`config.mk`:
```
export PLATFORM = sky130hd
export DESIGN_NAME = display_scanner
export DESIGN_NICKNAME = d
export VERILOG_FILES = /design/src/rtl/display_scanner_pkg.sv /design/src/rtl/display_scanner_hex_to_seven_seg.sv /design/src/rtl/display_scanner.sv
export SDC_FILE = /design/constraint.sdc
export NUM_CORES = 1
export LEC_CHECK = 0
export BUFFER_PORTS_ARGS = -buffer_cell sky130_fd_sc_hd__buf_2
export CAP_MARGIN = 5
export CORE_ASPECT_RATIO = 0.75
export CORE_MARGIN = 2
export CORE_UTILIZATION = 40
export CTS_BUF_LIST = sky130_fd_sc_hd__clkbuf_16
export CTS_CLUSTER_SIZE = 14
export DETAILED_ROUTE_END_ITERATION = 12
export MAX_ROUTING_LAYER = met4
export PLACE_DENSITY = 0.65
export RECOVER_POWER = 25
export SLEW_MARGIN = 20
export SYNTH_ARGS = -nofsm -noshare
export SYNTH_HDL_FRONTEND = slang
export SYNTH_SLANG_ARGS = --single-unit
```
`constraint.sdc`:
```
create_clock -name clockIn -period 5 [get_ports clockIn]
set_clock_uncertainty 0.15 [all_clocks]
set_input_delay 0.5 -clock clockIn [delete_from_list [all_inputs] [get_ports clockIn]]
set_output_delay 0.5 -clock clockIn [all_outputs]
set_load 0.01 [all_outputs]
```
`src/rtl/display_scanner_pkg.sv`:
```
// Shared definitions for the multiplexed seven-segment scanner:
// scan states and active-high {g,f,e,d,c,b,a} hex glyphs.
package display_scanner_pkg;

  typedef enum logic {
    BLANK = 1'b0,
    SCAN  = 1'b1
  } state_e;

  // Bit positions inside a {g,f,e,d,c,b,a} segment vector
  localparam int SEG_A = 0;
  localparam int SEG_G = 6;

  localparam logic [6:0] SEG_OFF = 7'h00;

  localparam logic [6:0] GLYPH_0 = 7'h3F;
  localparam logic [6:0] GLYPH_1 = 7'h06;
  localparam logic [6:0] GLYPH_2 = 7'h5B;
  localparam logic [6:0] GLYPH_3 = 7'h4F;
  localparam logic [6:0] GLYPH_4 = 7'h66;
  localparam logic [6:0] GLYPH_5 = 7'h6D;
  localparam logic [6:0] GLYPH_6 = 7'h7D;
  localparam logic [6:0] GLYPH_7 = 7'h07;
  localparam logic [6:0] GLYPH_8 = 7'h7F;
  localparam logic [6:0] GLYPH_9 = 7'h6F;
  localparam logic [6:0] GLYPH_A = 7'h77;
  localparam logic [6:0] GLYPH_B = 7'h7C;
  localparam logic [6:0] GLYPH_C = 7'h39;
  localparam logic [6:0] GLYPH_D = 7'h5E;
  localparam logic [6:0] GLYPH_E = 7'h79;
  localparam logic [6:0] GLYPH_F = 7'h71;

endpackage

```
`src/rtl/display_scanner_hex_to_seven_seg.sv`:
```
// Combinational nibble to active-high {g,f,e,d,c,b,a} decoder.
// Output polarity is left to the instantiating scanner.
module hex_to_seven_seg
  import display_scanner_pkg::*;
(
  input  logic [3:0] i_nib,
  output logic [6:0] o_seg
);

  always_comb begin
    o_seg = SEG_OFF;
    case (i_nib)
      4'h0: o_seg = GLYPH_0;
      4'h1: o_seg = GLYPH_1;
      4'h2: o_seg = GLYPH_2;
      4'h3: o_seg = GLYPH_3;
      4'h4: o_seg = GLYPH_4;
      4'h5: o_seg = GLYPH_5;
      4'h6: o_seg = GLYPH_6;
      4'h7: o_seg = GLYPH_7;
      4'h8: o_seg = GLYPH_8;
      4'h9: o_seg = GLYPH_9;
      4'hA: o_seg = GLYPH_A;
      4'hB: o_seg = GLYPH_B;
      4'hC: o_seg = GLYPH_C;
      4'hD: o_seg = GLYPH_D;
      4'hE: o_seg = GLYPH_E;
      4'hF: o_seg = GLYPH_F;
      default: o_seg = SEG_OFF;
    endcase
  end

endmodule

```
`src/rtl/display_scanner.sv`:
```
// Tick-driven digit scanner with frame-boundary double buffering.
// Optional LEADING_ZERO_BLANK_EN blanks leading zero digits.
module display_scanner
  import display_scanner_pkg::*;
#(
  parameter int DIGITS         = 4,
  parameter bit ACTIVE_LOW_SEG = 1'b1,
  parameter bit ACTIVE_LOW_AN  = 1'b1
) (
  input  logic                  clockIn,
  input  logic                  reset,
  input  logic                  tick,
  input  logic [4*DIGITS-1:0]   valueIn,
  input  logic                  load,
  output logic                  loadAck,
  output logic                  frameDone,
  output logic [DIGITS-1:0]     anodes,
  output logic [6:0]            segments
);

  localparam int IW = (DIGITS > 1) ? $clog2(DIGITS) : 1;
  localparam int VW = 4 * DIGITS;
  localparam logic [IW-1:0] LAST = IW'(DIGITS - 1);
  localparam logic [DIGITS-1:0] AN_POL = {DIGITS{ACTIVE_LOW_AN}};
  localparam logic [6:0] SEG_POL = {7{ACTIVE_LOW_SEG}};

  state_e r_state;
  state_e w_state_nxt;
  logic [IW-1:0] r_idx;
  logic [IW-1:0] w_idx_nxt;
  logic [VW-1:0] r_shadow;
  logic [VW-1:0] w_shadow_nxt;
  logic [VW-1:0] r_pend_val;
  logic r_pend;
  logic w_wrap;
  logic w_commit;
  logic w_blank;
  logic [3:0] w_nib;
  logic [6:0] w_glyph;
  logic [DIGITS-1:0] w_an;

  always_ff @(posedge clockIn or posedge reset) begin
    if (reset) r_state <= BLANK;
    else       r_state <= w_state_nxt;
  end

  always_comb begin
    w_state_nxt = r_state;
    w_idx_nxt   = r_idx;
    w_wrap      = 1'b0;
    if (tick) begin
      unique case (r_state)
        BLANK: w_state_nxt = SCAN;
        SCAN: begin
          w_wrap    = (r_idx == LAST);
          w_idx_nxt = w_wrap ? '0 : r_idx + 1'b1;
        end
      endcase
    end
  end

  // Same-cycle load at a wrap bypasses the pending register
  always_comb begin
    w_commit     = w_wrap & (load | r_pend);
    w_shadow_nxt = r_shadow;
    if (w_commit) w_shadow_nxt = load ? valueIn : r_pend_val;
  end

  assign w_nib = w_shadow_nxt[4*int'(w_idx_nxt) +: 4];
  assign w_an  = DIGITS'(1) << w_idx_nxt;

  always_comb begin
    w_blank = 1'b0;
`ifdef LEADING_ZERO_BLANK_EN
    for (int k = 1; k < DIGITS; k++) begin
      if (int'(w_idx_nxt) == k && (w_shadow_nxt >> (4*k)) == '0)
        w_blank = 1'b1;
    end
`endif
  end

  hex_to_seven_seg u_dec (
    .i_nib (w_nib),
    .o_seg (w_glyph)
  );

  always_ff @(posedge clockIn or posedge reset) begin
    if (reset) begin
      r_idx      <= '0;
      r_shadow   <= '0;
      r_pend_val <= '0;
      r_pend     <= 1'b0;
      loadAck    <= 1'b0;
      frameDone  <= 1'b0;
      anodes     <= AN_POL;
      segments   <= SEG_POL;
    end else begin
      r_idx     <= w_idx_nxt;
      r_shadow  <= w_shadow_nxt;
      loadAck   <= w_commit;
      frameDone <= w_wrap;
      if (w_commit) begin
        r_pend <= 1'b0;
      end else if (load) begin
        r_pend_val <= valueIn;
        r_pend     <= 1'b1;
      end
      if (tick) begin
        anodes   <= w_an ^ AN_POL;
        segments <= (w_blank ? SEG_OFF : w_glyph) ^ SEG_POL;
      end
    end
  end

endmodule
```
==> metrics.yaml <==
setup_path:
  critical_path.n_buffers_inverters: 2
  timing.critical_path.fanout_max: 23
  timing.reg2reg.setup_slack_ps: 1820
  worst_path_largest_cell_delay_ps: 690
  setup.worst_path.start_class: "input pin"
  critical_path.endpoint_type: "flop"
  worstPathRequired_ps: 5060
  critical_path_arrival_ps: 3790
  crit_path_top_delay_cell: "clkbuf_1"
  library_cell_appearing_most_often_on_the_critical_path: "mux2_2"
  critPathKind: "in2reg"
  worstPathCellList: "clkbuf_1, o2111ai_4, mux2_2, mux2_2, mux2i_1, inv_1, ha_1, or3b_1, a31oi_1"
  path_delay_family: "multiplexers"
placement:
  dp_cell_count: 295
  dpl_wire_length_mm: 3.037
  placement.io_buffers: 32
  weighted_congestion_at_the_end_of_routability_driven_global_placement: 0.8735
  post-place-ws_ps: 1351
clock_network:
  clkSinkCount: 49
  cts_inserted_buffers: 5
  tritoncts: "built"
  cts_setup_buffers: 0
  clock_root_buffer: "clkbuf_16"
  post_cts_resized: 0
  h-tree-depth: 2
  clk_pin_slew_worst_paths_ps: 60
  clk-insertion-delay-late_ps: 280
  number_of_hold_repair_buffers_added_at_the_cts_stage: 0
  cts_buffer_depth: 2
hold_path:
  hold_path.class: "in2reg"
drt:
  postRouteAntennaNets: 0
  detail_route.vias_per_cell: 4.921
  final_routed_wirelength_mm: 4.277
  routed-via-count: 1491
  drc: 0
  dr.first_iter.drc_count: 56
  wire_length_per_cell_after_detailed_routing_microns: 14.12
  drt_pass1_iterations: 4
synth:
  synthesized_cell_area_sq_um: 2442
  synthDistinctLibCells: 30
  ys_seq_elements: 49
  synth-xor-area-share_pct: 0.3586
  synth-simple-area-share_pct: 4.252
  seq_area_frac_synth_pct: 50.77
  syn_area_per_cell_sq_um: 12.72
  synth_top_family_by_area: "multiplexers"
  yosys-mux-area-fraction_pct: 29.30
  post_synth_inst_count: 192
  synth-main-ff-cell: "dfrtp_1"
  synth_area_in_compound_gates_pct: 5.379
  postSynthNetCount: 219
  ys_warn_count: 0
  synth-async-reset-ratio_pct: 100.0
  synthAdderAreaFrac_pct: 3.586
  count_of_flip_flops_with_a_built_in_enable_after_synthesis: 0
global_route:
  grt_antenna_before_repair: 0
  grtUsageMet2_pct: 19.68
  first_global_vias: 1509
  global_route.usage.met3_pct: 3.575
  grt_max_degree: 50
  grt_usage_pct: 14.73
  gr-total-overflow: 0
  global_route.usage.met1_pct: 21.91
  first_pass_grt_wire_length_mm: 7.424
  grt-busiest-layer: "met1"
power_and_ir_drop:
  total_power_uw: 1925
  netSwitchingFraction_pct: 37.28
  p_int_uw: 1208
  clock_power_share_pct: 16.6
  power_per_cell_area_nw_per_um2: 691.6
  leakage_uw: 0.001363
  part_of_the_total_power_dissipated_in_sequential_elements_pct: 33.5
  pwr-share-comb_pct: 49.9
  vdd_drop_max_mv: 0.2888
  total_net_switching_power_uw: 717.7
finish:
  num-fill-cells: 531
  layout-area-overhead-vs-synth_pct: 13.99
  final-instance-count-excl-fill: 303
  layout_common_cells: "mux2_2, dfrtp_1, buf_2"
  layout.nets: 251
  register_area_sq_um: 1240
  layout-drive-gt1-share_pct: 41.33
  multi_input_gate_area_in_the_final_layout_sq_um: 1047
  antennaDiodeCount: 0
floorplanning:
  core-area_sq_um: 5856
  die_area_sq_um: 6753
  dieHeight_microns: 71.67
  io_pins: 33
  initial_utilization_pct: 41.71
  core.rowCount: 24
  floorplan.die.width_microns: 94.23
timing:
  timing.final.setup_violations: 0
  timing_worst_slew_pin_value_ps: 2126
  worst_max_slew_margin_expressed_relative_to_the_limit_pct: -42.55
  fmax_mhz: 268.2
  final-hold-violation-count: 0
  setup_ws_ps: 1272
  setup_total_negative_slack_ps: 0
  whs_ps: 307.4
  grt_setup_unrepaired: "no"
  timing.final.crit_share_pct: 74.57
  finalCriticalPeriod_ps: 3728
  slew_viol_final: 50
run_status:
  outcome: "finished, violations left"
  failed_checks: "capacitance limit, slew limit"
flow_run:
  maxcap_violations: 1
cell type report:
class	count	share of cell area [%]
flip-flops and latches	49	44.54
well taps	78	3.506
inverters	25	3.416
clock inverters	3	0.4494
repair buffers	33	5.978
clock buffers	5	4.494
multi-input cells	110	37.62
power by group through the flow:
stage / combinational [uW] / clock (uW) / sequential, uW
global placement: 954 / 0 / 652
global route: 1080 / 346 / 668
detailed placement: 962 / 0 / 654
finish: 960 / 319 / 646
CTS: 967 / 328 / 648
floorplan: 753 / 0 / 669
routing by layer:
| layer | vias up | share of wire (%) |
|---|---|---|
| met5 | - | 0 |
| met4 | 0 | 1.2 |
| met3 | 5 | 5.1 |
| met2 | 34 | 42 |
| met1 | 725 | 52 |
| li1 | 727 | - |
kinds of logic (layout without fill, tap and decap cells):
logic type / count (synthesis) / in the layout
DFF: 49 / 49
muxes: 63 / 63
AOI/OAI and AO/OA: 15 / 15
xor gates and xnor gates: 1 / 1
adders and majority gates: 7 / 7
buffers and inverters: 33 / 66
and+or+nand+nor: 24 / 24
Yosys cell counts (2+ instances only):
master	number	share of area, %
a31oi_1	5	1.3
inv_1	25	3.8
dfstp_2	11	12
nand3_1	2	0.41
mux2i_1	22	9.0
nor2_1	12	1.8
mux2_2	38	18
buf_6	2	0.92
clkbuf_1	2	0.31
o21a_1	2	0.61
o221ai_1	2	0.72
mux4_2	3	2.8
ha_1	7	3.6
nand2_1	6	0.92
dfrtp_1	38	39
worst paths after layout:
path / start / endpoint / cells after the start
worst min-delay path: valueIn[1] / r_pend_val[1] / 2
worst max-delay path: tick / segments[4] / 9
worst max register to register: r_idx[0] / segments[4] / 9
worst min register to register: r_shadow[11] / r_shadow[11] / 2
min in group asynchronous: reset / r_pend_val[12] / 2
max in group asynchronous: reset / r_shadow[1] / 2
worst register-to-register path, cell delays in order (launching register included):
cell	delay, ps
dfrtp_1	360
ha_1	220
o2111ai_4	360
mux2_2	450
mux2_2	270
mux2i_1	390
inv_1	170
ha_1	210
or3b_1	370
a31oi_1	170
state kept, by name (all words and copies together), names as in the netlist:
| register | count |
|---|---|
| r_state | 1 |
| frameDone | 1 |
| r_idx | 2 |
| r_shadow | 16 |
| r_pend | 1 |
| loadAck | 1 |
| r_pend_val | 16 |
| segments | 7 |
| anodes | 4 |
metrics by stage:
| stage | util, % | instance area [sq um] |
|---|---|---|
| floorplan | - | 2442 |
| global placement | 45.19 | 2646 |
| detailed placement | 45.19 | 2646 |
| CTS | 47.54 | 2784 |
| global route | 47.54 | 2784 |
| finish | 47.54 | 2784 |
Power figures use the tool's default switching activity.
